$ cat src/rtl/gf180mcu_fd_sc_mcu9t5v0__cellchk_if.sv
// Bundle between the cell-check sequencer and the cell under test.
// master: sequencer side (drives DRV and results, reads START/OBS).
// slave:  bench/cell side (drives START and OBS, reads the rest).
interface gf180mcu_fd_sc_mcu9t5v0__cellchk_if #(
    parameter int N_IN = 3,
    parameter int ERRW = 8
);
    logic            START;
    logic [N_IN-1:0] DRV;
    logic            OBS;
    logic            BUSY;
    logic            DONE;
    logic            PASS;
    logic [ERRW-1:0] ERRCNT;
    logic [N_IN-1:0] FAILVEC;
    logic            FAILVLD;

    modport master (
        input  START, OBS,
        output DRV, BUSY, DONE, PASS,
        output ERRCNT, FAILVEC, FAILVLD
    );

    modport slave (
        output START, OBS,
        input  DRV, BUSY, DONE, PASS,
        input  ERRCNT, FAILVEC, FAILVLD
    );
endinterface

$ cat src/rtl/gf180mcu_fd_sc_mcu9t5v0__cellchk.sv
// Exhaustive truth-table checker for a combinational library cell.
// Ports: CLK, RST (async, active high), bus (master modport):
//   START in, OBS in, DRV/BUSY/DONE/PASS/ERRCNT/FAILVEC/FAILVLD out.
// The interface instance must use the same N_IN and ERRW.
module gf180mcu_fd_sc_mcu9t5v0__cellchk #(
    parameter int N_IN   = 3,
    parameter     TRUTH  = 8'h01,
    parameter int SETTLE = 2,
    parameter int ERRW   = 8
) (
    input logic CLK,
    input logic RST,
    gf180mcu_fd_sc_mcu9t5v0__cellchk_if.master bus
);

    localparam int NV = 1 << N_IN;
    localparam int CW = (SETTLE > 1) ? $clog2(SETTLE) : 1;
    localparam logic [CW-1:0] RELOAD = CW'(SETTLE - 1);
    localparam logic [NV-1:0] TT = TRUTH;

    generate
        if (N_IN < 1 || N_IN > 10) begin : g_bad_n
            $error("cellchk: N_IN must be in 1..10");
        end
        if (SETTLE < 1) begin : g_bad_settle
            $error("cellchk: SETTLE must be >= 1");
        end
        if ($bits(TRUTH) != NV) begin : g_bad_truth
            $error("cellchk: TRUTH width must be 2**N_IN");
        end
    endgenerate

    typedef enum logic [1:0] {
        IDLE,
        RUN,
        FIN
    } state_t;

    state_t          state_q, state_d;
    logic [N_IN-1:0] drv_q, drv_d;
    logic [CW-1:0]   cnt_q, cnt_d;
    logic            busy_q, busy_d;
    logic            done_q, done_d;
    logic            pass_q, pass_d;
    logic [ERRW-1:0] err_q, err_d;
    logic [N_IN-1:0] fvec_q, fvec_d;
    logic            fvld_q, fvld_d;
    logic            mism;

    // Expected value is looked up by the vector currently on the cell.
    assign mism = (bus.OBS != TT[drv_q]);

    always_ff @(posedge CLK or posedge RST) begin
        if (RST) begin
            state_q <= IDLE;
            drv_q   <= '0;
            cnt_q   <= '0;
            busy_q  <= 1'b0;
            done_q  <= 1'b0;
            pass_q  <= 1'b0;
            err_q   <= '0;
            fvec_q  <= '0;
            fvld_q  <= 1'b0;
        end else begin
            state_q <= state_d;
            drv_q   <= drv_d;
            cnt_q   <= cnt_d;
            busy_q  <= busy_d;
            done_q  <= done_d;
            pass_q  <= pass_d;
            err_q   <= err_d;
            fvec_q  <= fvec_d;
            fvld_q  <= fvld_d;
        end
    end

    always_comb begin
        state_d = state_q;
        drv_d   = drv_q;
        cnt_d   = cnt_q;
        busy_d  = busy_q;
        done_d  = done_q;
        pass_d  = pass_q;
        err_d   = err_q;
        fvec_d  = fvec_q;
        fvld_d  = fvld_q;

        unique case (state_q)
            IDLE, FIN: begin
                if (bus.START) begin
                    state_d = RUN;
                    drv_d   = '0;
                    cnt_d   = RELOAD;
                    busy_d  = 1'b1;
                    done_d  = 1'b0;
                    pass_d  = 1'b0;
                    err_d   = '0;
                    fvec_d  = '0;
                    fvld_d  = 1'b0;
                end
            end
            RUN: begin
                if (cnt_q != '0) begin
                    cnt_d = cnt_q - 1'b1;
                end else begin
                    if (mism) begin
                        if (err_q != '1) begin
                            err_d = err_q + 1'b1;
                        end
                        if (!fvld_q) begin
                            fvec_d = drv_q;
                            fvld_d = 1'b1;
                        end
                    end
                    if (drv_q != '1) begin
                        drv_d = drv_q + 1'b1;
                        cnt_d = RELOAD;
                    end else begin
                        // fvld_q covers every earlier mismatch.
                        state_d = FIN;
                        drv_d   = '0;
                        busy_d  = 1'b0;
                        done_d  = 1'b1;
                        pass_d  = !(fvld_q || mism);
                    end
                end
            end
            default: state_d = IDLE;
        endcase
    end

    assign bus.DRV     = drv_q;
    assign bus.BUSY    = busy_q;
    assign bus.DONE    = done_q;
    assign bus.PASS    = pass_q;
    assign bus.ERRCNT  = err_q;
    assign bus.FAILVEC = fvec_q;
    assign bus.FAILVLD = fvld_q;

endmodule

$ cat src/flat_wrapper.sv
// flat-port wrapper written by rule: the top's interface ports become plain ports
module gf180mcu_fd_sc_mcu9t5v0__cellchk_flat 
#(
    parameter int N_IN   = 3,
    parameter     TRUTH  = 8'h01,
    parameter int SETTLE = 2,
    parameter int ERRW   = 8
)
  (CLK, RST, bus_START, bus_OBS, bus_DRV, bus_BUSY, bus_DONE, bus_PASS, bus_ERRCNT, bus_FAILVEC, bus_FAILVLD);
  gf180mcu_fd_sc_mcu9t5v0__cellchk_if #(.N_IN(N_IN), .ERRW(ERRW)) bus_i ();
  input logic CLK;
  input logic RST;
  input wire logic [$bits(bus_i.START)-1:0] bus_START;
  input wire logic [$bits(bus_i.OBS)-1:0] bus_OBS;
  output wire logic [$bits(bus_i.DRV)-1:0] bus_DRV;
  output wire logic [$bits(bus_i.BUSY)-1:0] bus_BUSY;
  output wire logic [$bits(bus_i.DONE)-1:0] bus_DONE;
  output wire logic [$bits(bus_i.PASS)-1:0] bus_PASS;
  output wire logic [$bits(bus_i.ERRCNT)-1:0] bus_ERRCNT;
  output wire logic [$bits(bus_i.FAILVEC)-1:0] bus_FAILVEC;
  output wire logic [$bits(bus_i.FAILVLD)-1:0] bus_FAILVLD;
  assign bus_i.START = bus_START;
  assign bus_i.OBS = bus_OBS;
  assign bus_DRV = bus_i.DRV;
  assign bus_BUSY = bus_i.BUSY;
  assign bus_DONE = bus_i.DONE;
  assign bus_PASS = bus_i.PASS;
  assign bus_ERRCNT = bus_i.ERRCNT;
  assign bus_FAILVEC = bus_i.FAILVEC;
  assign bus_FAILVLD = bus_i.FAILVLD;
  gf180mcu_fd_sc_mcu9t5v0__cellchk #(.N_IN(N_IN), .TRUTH(TRUTH), .SETTLE(SETTLE), .ERRW(ERRW)) u_core (.CLK(CLK), .RST(RST), .bus(bus_i));
endmodule
$ cat config.mk
export PLATFORM = sky130hd
export DESIGN_NAME = gf180mcu_fd_sc_mcu9t5v0__cellchk_flat
export DESIGN_NICKNAME = d
export VERILOG_FILES = /design/src/rtl/gf180mcu_fd_sc_mcu9t5v0__cellchk_if.sv /design/src/rtl/gf180mcu_fd_sc_mcu9t5v0__cellchk.sv /design/src/flat_wrapper.sv
export SDC_FILE = /design/constraint.sdc
export NUM_CORES = 1
export LEC_CHECK = 0
export CAP_MARGIN = 5
export CORE_MARGIN = 4
export CORE_UTILIZATION = 50
export DETAILED_ROUTE_END_ITERATION = 8
export HOLD_SLACK_MARGIN = 0.06
export PLACE_DENSITY = 0.78
export SYNTH_ARGS = -nofsm -noshare
export SYNTH_HDL_FRONTEND = slang
export SYNTH_SLANG_ARGS = --single-unit
export TNS_END_PERCENT = 50
$ cat constraint.sdc
create_clock -name CLK -period 2.26 [get_ports CLK]
set_clock_uncertainty 0.15 [all_clocks]
set_input_delay 0.226 -clock CLK [delete_from_list [all_inputs] [get_ports CLK]]
set_output_delay 0.226 -clock CLK [all_outputs]
set_load 0.02 [all_outputs]
==> impl_metrics.py, run 1 <==
metrics = {
    "critical_path": {
        "max_stage_delay_ns": 0.46,
        "path_cells": "inv_1 > ha_1 > nand2b_4 > xnor2_2 > nand3_2 > o311ai_1 > o41ai_1",
        "slowest_stage": "dfrtp_1",
        "cp_max_fo": 6,
        "start_kind": "register",
        "critPathTopFamily": "flip-flops",
        "cp_data_arrival_time_ns": 2.01,
        "cp.required_ns": 2.30,
        "cp-end-kind": "register",
        "crit_type": "reg -> reg",
        "path_buf_inv": 1,
    },
    "layout": {
        "num_antenna_cells": 0,
        "final_cell_area_mm2": 0.00136,
        "layout_common_cells": "21 x clkdlybuf4s50_1, 21 x dfrtp_1, 12 x nand2_1, 7 x nor2_1, 6 x nand3_1",
        "syn2layout_area_growth_pct": 23.3,
        "fill_cells": 164,
        "seq_area_um2": 526,
        "nNetsFinal": 137,
        "multiInputGateArea_um2": 539,
        "instances_no_fill": 155,
        "drive_gt1_share_pct": 10.9,
    },
    "routing": {
        "drt_iter0_drc": 11,
        "firstDrtPassIters": 4,
        "ant_nets": 0,
        "avgRoutedWirePerCell_um": 14.7,
        "vias_per_cell": 5.57,
        "vias": 864,
        "drc": 0,
        "wl_mm": 2.28,
    },
    "clock_tree": {
        "hold_buffers": 0,
        "clk_latency_ns": 0.31,
        "cts_buffers": 3,
        "path_clk_slew_ns": 0.12,
        "post_cts_resized": 0,
        "clockRootBuffer": "clkbuf_4",
        "cts_tree": "yes",
        "cts_setup_buffers": 0,
        "htreeDepth": 1,
        "clock_path_buffers": 2,
        "clock-sinks": 21,
    },
    "place": {
        "place_area_mm2": 0.00133,
        "numPlacedInstances": 151,
        "portBuffers": 21,
        "place.gp.congestion": 0.767,
        "place.detailed.hpwl_mm": 1.70,
    },
    "synth": {
        "synth.top_cells.by_area": "dfrtp_1 48%, ha_1 4.5%, nand2_1 4.1%",
        "yosys_warnings": 0,
        "synth.cell_area_mm2": 0.00110,
        "avgSynthCellArea_um2": 10.6,
        "synth_top_cell_area_share_pct": 47.7,
        "syn_nets": 112,
        "synthXorXnorAreaFrac_pct": 3.06,
        "synthFlopType": "dfrtp_1",
        "synth-compound-area-share_pct": 17.6,
        "yosysTopAreaCell": "dfrtp_1",
        "synth_fa_ha_area_share_pct": 4.54,
        "synth-seq-cells": 21,
        "synth_edf_count": 0,
        "synth_top_family_by_area": "simple AND/OR/NAND/NOR gates",
        "yosys.area_share.simple_pct": 22.4,
        "yosysSeqAreaShare_pct": 47.7,
        "synth_cell_types": 38,
        "synth.area.mux_share_pct": 1.36,
        "synth-async-reset-ratio_pct": 100,
        "syn_inst": 104,
    },
    "sta": {
        "fmax_mhz": 508,
        "fin_crit_ns": 1.97,
        "holdWs_ns": 0.0836,
        "slew-limit-headroom_pct": 73.6,
        "rsz0062_at_grt": "false",
        "tightest_slew_ns": 0.397,
        "timing.setup.tns_ns": 0,
        "setup_violations": 0,
        "finalHoldViolCount": 0,
        "slew_viol_final": 0,
        "timing.final.crit_share_pct": 87.1,
    },
    "worst_hold_path": {
        "hold_class": "in -> async",
    },
    "floorplanning": {
        "ios": 22,
        "fp.dieW_um": 55.0,
        "start_util_pct": 54.5,
        "row_count": 16,
        "coreArea_mm2": 0.00202,
        "die_h_um": 55.0,
        "dieArea_mm2": 0.00302,
    },
    "global_route": {
        "grt_pass1_vias": 849,
        "antenna_found_initial": 0,
        "grt.total_usage_pct": 18.3,
        "grt_pass1_wl_mm": 3.84,
        "grt_max_degree": 22,
        "gr-total-overflow": 0,
    },
    "power": {
        "p_per_area_mw_per_mm2": 1400,
        "power_uw": 1900,
        "ir_drop_mv": 0.973,
        "p_leak_uw": 0.000629,
    },
    "outcome": {
        "outcome": "finished clean",
    },
    "run": {
        "drv_cap": 0,
    },
}
power breakdown:
| group | switching (uW) | total (uW) | internal (uW) |
|---|---|---|---|
| clock network | 113 | 179 | 66.1 |
| registers | 142 | 650 | 508 |
| logic | 597 | 1070 | 470 |
| total | 852 | 1900 | 1040 |
worst paths after layout:
| path | slack (ns) | cells past startpoint | startpoint | end |
|---|---|---|---|---|
| setup reg to reg | 0.29 | 7 | u_core.bus.DRV[0] | u_core.bus.ERRCNT[7] |
| setup / recovery | 0.29 | 7 | u_core.bus.DRV[0] | u_core.bus.ERRCNT[7] |
| hold / removal | 0.08 | 3 | RST | u_core.bus.ERRCNT[1] |
| max in group asynchronous | 1.65 | 3 | RST | u_core.cnt_q |
| min in group CLK | 0.33 | 2 | u_core.state_q[1] | u_core.state_q[1] |
| hold reg to reg | 0.33 | 2 | u_core.state_q[1] | u_core.state_q[1] |
registers in the layout, indices dropped and copies added (netlist names):
register and cells:
u_core.bus.ERRCNT 8, u_core.bus.FAILVEC 3, u_core.cnt_q 1, u_core.bus.DONE 1, u_core.bus.BUSY 1, u_core.state_q 2
u_core.bus.DRV 3, u_core.bus.FAILVLD 1, u_core.bus.PASS 1
metrics by stage:
| stage | setup WS, ns | util, % |
|---|---|---|
| 6_report | 0.291 | 67.2 |
| 5_1_grt | 0.116 | 67.2 |
| 2_1_floorplan | 0.417 | - |
| 3_3_place_gp | 0.404 | 65.8 |
| 3_5_place_dp | 0.319 | 65.8 |
| 4_1_cts | 0.288 | 67.2 |
cell usage after synthesis, drive strengths merged, types with 2 or more instances:
library cell	number
dfrtp	21
nand2	14
nor2	8
nand3	7
o21ai	7
a22o	5
ha	4
inv	4
o31ai	4
a21oi	3
a21o	2
and3	2
buf	2
nand2b	2
nor2b	2
or2	2
xnor2	2
cell type report:
cell class	count	area share, %
timing repair buffer	22	16.0
multi-input combinational	77	39.7
sequential	21	38.7
clock buffer	3	1.66
clock inverter	1	0.368
tap	27	2.49
inverter	4	1.10
worst reg2reg max path: stages (launching register included):
cell and delay (ns):
dfrtp_1 0.46, inv_1 0.09, ha_1 0.19, nand2b_4 0.08, xnor2_2 0.28, nand3_2 0.17, o311ai_1 0.31, o41ai_1 0.13
cells by family (layout without fill, tap and decap cells):
family	after synthesis	in the layout
muxes	1	1
and+or+nand+nor	42	42
buffers and inverters	6	30
adders and majority gates	4	4
DFF	21	21
xor gates and xnor gates	3	3
AOI/OAI and AO/OA	27	27
routing by layer:
layer  global-route usage [%]  vias to the layer above  routed length, um
li1                         -                      421                  -
met4                     6.07                        0                 24
met3                     5.90                        5                120
met5                        0                        -                  0
met2                     29.3                       20               1080
met1                     23.3                      418               1050
Note: power is estimated with default switching activity, not from simulation.
==> inputs of run 2 (changes only) <==
clock period = 2.24 ns   (was 2.26 ns; I/O delays follow)
==> run 2 against run 1 <==
Design area increased by 0.55%. Die area unchanged. Register-to-register slack about the same. Clock-buffer cell count unchanged. Largest cell class unchanged. Highest routed layer unchanged. Critical path depth unchanged.
==> impl_metrics.py, run 2 (synthesized netlist as in run 1, its figures left out) <==
metrics = {
    "sta": {
        "slew-limit-headroom_pct": 76.6,
        "finalHoldViolCount": 0,
        "fin_crit_ns": 1.94,
        "timing.setup.tns_ns": 0,
        "timing.final.crit_share_pct": 86.6,
        "tightest_slew_ns": 0.352,
        "slew_viol_final": 0,
        "fmax_mhz": 515,
        "rsz0062_at_grt": "false",
        "setup_violations": 0,
    },
    "power": {
        "intPower_uw": 1070,
        "p_per_area_mw_per_mm2": 1420,
        "p_comb_share_pct": 56.5,
        "p_clk_share_pct": 9.5,
        "power_frac_seq_pct": 34.0,
        "power_uw": 1940,
        "p_switching_uw": 875,
        "p_leak_uw": 0.000634,
        "p_sw_share_pct": 45.1,
        "ir_drop_mv": 0.937,
    },
    "global_route": {
        "grt_pass1_wl_mm": 4.02,
        "grt.total_usage_pct": 18.9,
        "gr-total-overflow": 0,
        "grt_pass1_vias": 884,
        "grt_max_degree": 22,
        "antenna_found_initial": 0,
    },
    "layout": {
        "num_antenna_cells": 0,
        "instances_no_fill": 156,
        "largest_reg_flops": 8,
        "layout_common_cells": "21 x clkdlybuf4s50_1, 21 x dfrtp_1, 12 x nand2_1, 7 x nor2_1, 6 x nand3_1",
        "nNetsFinal": 138,
        "syn2layout_area_growth_pct": 24.0,
        "final_cell_area_mm2": 0.00137,
        "drive_gt1_share_pct": 11.6,
    },
    "place": {
        "place_area_mm2": 0.00134,
        "place.detailed.hpwl_mm": 1.74,
        "numPlacedInstances": 152,
        "place.gp.congestion": 0.764,
        "portBuffers": 21,
    },
    "outcome": {
        "outcome": "finished clean",
    },
    "critical_path": {
        "rr_worst_depth": 7,
        "cp-startpoint": "u_core.bus.DRV[1]",
        "cp.required_ns": 2.29,
        "timing.rr.end": "u_core.bus.ERRCNT[7]",
        "endpoint": "u_core.bus.ERRCNT[7]",
        "r2r_slack_ns": 0.30,
        "crit_type": "reg -> reg",
        "cp-end-kind": "register",
        "start_kind": "register",
        "rr_startpoint": "u_core.bus.DRV[1]",
        "cp_max_fo": 6,
        "cp_data_arrival_time_ns": 1.99,
    },
    "routing": {
        "drt_iter0_drc": 20,
        "drc": 0,
        "ant_nets": 0,
        "avgRoutedWirePerCell_um": 15.0,
        "vias": 914,
        "wl_mm": 2.35,
        "firstDrtPassIters": 4,
        "vias_per_cell": 5.86,
    },
    "clock_tree": {
        "cts_buffers": 3,
        "cts_setup_buffers": 0,
        "path_clk_slew_ns": 0.12,
        "htreeDepth": 1,
        "cts_tree": "yes",
        "post_cts_resized": 0,
        "clock_path_buffers": 2,
        "clockRootBuffer": "clkbuf_4",
        "clock-sinks": 21,
        "clk_latency_ns": 0.31,
        "hold_buffers": 0,
    },
    "floorplanning": {
        "die_h_um": 55.0,
        "coreArea_mm2": 0.00202,
        "row_count": 16,
        "dieArea_mm2": 0.00302,
        "start_util_pct": 54.5,
        "ios": 22,
        "fp.dieW_um": 55.0,
    },
    "worst_hold_path": {
        "hold_class": "in -> async",
    },
    "run": {
        "drv_cap": 0,
    },
}
## run 2: cell type report
| class | count | area (um2) |
|---|---|---|
| multi-input combinational | 77 | 539 |
| clock inverter | 1 | 5.00 |
| clock buffer | 3 | 22.5 |
| timing repair buffer | 23 | 225 |
| inverter | 4 | 15.0 |
| sequential | 21 | 526 |
| tap | 27 | 33.8 |
| fill | 164 | 656 |
## run 2: stage by stage
step	worst slack, ns	util [%]	hold WS [ns]
detailed placement	0.323	66.2	0.305
CTS	0.298	67.6	0.0811
finish	0.299	67.6	0.0771
floorplan	0.397	-	0.0505
global placement	0.386	66.2	0.304
global route	0.137	67.6	0.0850
## run 2: critical path: stages (launching register included)
cell and delay [ns]:
dfrtp_1 0.44, inv_1 0.10, ha_1 0.19, nand2b_4 0.07
xnor2_2 0.29, nand3_2 0.17, o311ai_1 0.30, o41ai_1 0.11
## run 2: power groups by stage
stage | sequential (uW) | clock, uW | combinational [uW]
3_3_place_gp | 654 | 0 | 1070
4_1_cts | 658 | 190 | 1100
6_report | 660 | 185 | 1100
2_1_floorplan | 772 | 0 | 651
3_5_place_dp | 667 | 0 | 1100
5_1_grt | 681 | 213 | 1200
## run 2: worst min-delay path by stage
stage / start / to / slack, ns / depth (start not counted)
6_report: RST / u_core.bus.ERRCNT[0] / 0.08 / 3
2_1_floorplan: RST / u_core.bus.BUSY / 0.05 / 1
4_1_cts: RST / u_core.bus.ERRCNT[0] / 0.08 / 3
5_1_grt: RST / u_core.bus.ERRCNT[0] / 0.08 / 3
3_3_place_gp: u_core.state_q[1] / u_core.state_q[1] / 0.30 / 2
3_5_place_dp: u_core.state_q[1] / u_core.state_q[1] / 0.30 / 2
## run 2: metal layers
| metal | track usage (%) | up-vias | part of all wire, % |
|---|---|---|---|
| met5 | 0 | - | 0 |
| met4 | 7.29 | 0 | 1.5 |
| met3 | 5.63 | 4 | 7.5 |
| met2 | 29.5 | 37 | 47 |
| met1 | 24.7 | 447 | 44 |
| li1 | - | 426 | - |
==> inputs of run 3 (changes only) <==
RECOVER_POWER = 50   (was unset)
==> run 3 against run 2 <==
Via count rose by 0.22%. Final cell count did not move. Setup slack got worse by 0.015 ns. Register-to-register slack barely moved. Die area did not move. Maximum frequency fell by 0.75%. Utilization fell by 0.19 points. Hold slack improved by 0.25 ns. Combinational power barely moved. Wire length fell by 0.94%. Critical path depth did not move. Largest cell class unchanged.
==> impl_metrics.py, run 3 (synthesized netlist as in run 1, its figures left out) <==
metrics = {
    "sta": {
        "fmax_mhz": 511,
        "fin_crit_ns": 1.96,
        "holdWs_ns": 0.326,
        "slew-limit-headroom_pct": 26.6,
        "timing.final.crit_share_pct": 87.3,
        "setup_violations": 0,
        "rsz0062_at_grt": "false",
        "finalHoldViolCount": 0,
        "slew_viol_final": 0,
        "timing.setup.tns_ns": 0,
        "tightest_slew_ns": 1.10,
    },
    "power": {
        "p_comb_share_pct": 56.5,
        "intPower_uw": 1060,
        "p_per_area_mw_per_mm2": 1420,
        "p_sw_share_pct": 45.0,
        "p_switching_uw": 872,
        "power_frac_seq_pct": 34.1,
        "ir_drop_mv": 0.936,
        "p_leak_uw": 0.000630,
        "p_clk_share_pct": 9.4,
    },
    "critical_path": {
        "cp_data_arrival_time_ns": 2.00,
        "r2r_slack_ns": 0.28,
        "cp-end-kind": "register",
        "cp_max_fo": 6,
        "timing.rr.end": "u_core.bus.ERRCNT[7]",
        "rr_worst_depth": 7,
        "crit_type": "reg -> reg",
        "start_kind": "register",
        "cp.required_ns": 2.29,
        "rr_startpoint": "u_core.bus.DRV[1]",
    },
    "routing": {
        "ant_nets": 0,
        "wl_mm": 2.33,
        "vias": 916,
        "drt_iter0_drc": 20,
        "drc": 0,
        "vias_per_cell": 5.87,
        "avgRoutedWirePerCell_um": 14.9,
        "firstDrtPassIters": 4,
    },
    "layout": {
        "nNetsFinal": 138,
        "syn2layout_area_growth_pct": 23.6,
        "multiInputGateArea_um2": 539,
        "layout_commonest_cell": "dfrtp_1",
        "layout_common_cells": "21 x dfrtp_1, 20 x clkdlybuf4s50_1, 12 x nand2_1, 7 x nor2_1, 6 x nand3_1",
        "fill_cells": 165,
        "seq_area_um2": 526,
        "largest_reg_flops": 8,
        "drive_gt1_share_pct": 10.9,
        "num_antenna_cells": 0,
    },
    "clock_tree": {
        "clock_path_buffers": 2,
        "path_clk_slew_ns": 0.12,
        "hold_buffers": 0,
        "clockRootBuffer": "clkbuf_4",
        "clock-sinks": 21,
        "post_cts_resized": 0,
        "cts_setup_buffers": 0,
        "cts_buffers": 3,
        "cts_tree": "yes",
        "htreeDepth": 1,
        "clk_latency_ns": 0.31,
    },
    "global_route": {
        "grt_pass1_wl_mm": 4.02,
        "antenna_found_initial": 0,
        "grt_max_degree": 22,
        "grt.total_usage_pct": 18.9,
        "grt_pass1_vias": 884,
        "gr-total-overflow": 0,
    },
    "floorplanning": {
        "fp.dieW_um": 55.0,
        "ios": 22,
        "dieArea_mm2": 0.00302,
        "coreArea_mm2": 0.00202,
        "row_count": 16,
        "start_util_pct": 54.5,
        "die_h_um": 55.0,
    },
    "worst_hold_path": {
        "hold_class": "reg -> reg",
        "holdPathStages": 2,
        "min_to": "u_core.state_q[1]",
        "min_from": "u_core.state_q[1]",
    },
    "outcome": {
        "outcome": "finished clean",
    },
    "place": {
        "portBuffers": 21,
        "place.detailed.hpwl_mm": 1.74,
        "place.gp.congestion": 0.764,
    },
    "run": {
        "drv_cap": 0,
    },
}
run 3: cell count changes in the layout (fill, tap and decap cells not counted):
| cell | previous run | this run |
|---|---|---|
| dlygate4sd3_1 | 0 | 1 |
| clkdlybuf4s50_1 | 21 | 20 |
| or2_1 | 2 | 1 |
| buf_4 | 2 | 1 |
| clkbuf_1 | 0 | 1 |
| or2_0 | 0 | 1 |
run 3: worst max-delay path by stage:
stage	from	endpoint	slack, ns	cells past startpoint
2_1_floorplan	u_core.bus.DRV[0]	u_core.bus.ERRCNT[7]	0.40	7
3_3_place_gp	bus_OBS	u_core.bus.ERRCNT[7]	0.39	5
4_1_cts	u_core.bus.DRV[1]	u_core.bus.ERRCNT[7]	0.30	7
3_5_place_dp	bus_OBS	u_core.bus.ERRCNT[7]	0.32	5
6_report	u_core.bus.DRV[1]	u_core.bus.ERRCNT[7]	0.28	7
5_1_grt	u_core.bus.DRV[1]	u_core.bus.ERRCNT[7]	0.14	7
run 3: area by class of cell:
cell class | count | share of cell area (%)
multi-input combinational | 77 | 39.6
sequential | 21 | 38.6
timing repair buffer | 23 | 16.3
tap | 27 | 2.48
clock buffer | 3 | 1.65
inverter | 4 | 1.10
clock inverter | 1 | 0.367
run 3: per-layer routing:
layer / vias up / share of wire [%] / global-route usage (%) / wire length, um
met5: - / 0 / 0 / 0
li1: 427 / - / - / -
met2: 39 / 47 / 29.5 / 1100
met1: 446 / 44 / 24.7 / 1020
met4: 0 / 1.5 / 7.29 / 35
met3: 4 / 7.2 / 5.63 / 167
run 3: through the flow:
step | total power (uW) | utilization, % | instances | instance area, um2 | setup WS [ns]
6_report | 1940 | 67.4 | 156 | 1360 | 0.284
4_1_cts | 1950 | 67.6 | 156 | 1370 | 0.298
2_1_floorplan | 1420 | - | 104 | 1100 | 0.397
3_5_place_dp | 1770 | 66.2 | 152 | 1340 | 0.323
3_3_place_gp | 1720 | 66.2 | 152 | 1340 | 0.386
5_1_grt | 2090 | 67.4 | 156 | 1360 | 0.137
run 3: critical path, cell delays in order (launching register included):
cell and delay, ns:
dfrtp_1 0.44, inv_1 0.10, ha_1 0.19, nand2b_4 0.07
xnor2_2 0.30, nand3_2 0.17, o311ai_1 0.30, o41ai_1 0.12
run 3: power by group through the flow:
stage                     Combinational (uW)  Clock (uW)  Sequential (uW)
after floorplan                          651           0              772
after global placement                  1070           0              654
after detailed placement                1100           0              667
after CTS                               1100         190              658
after global routing                    1200         213              681
final                                   1090         183              660
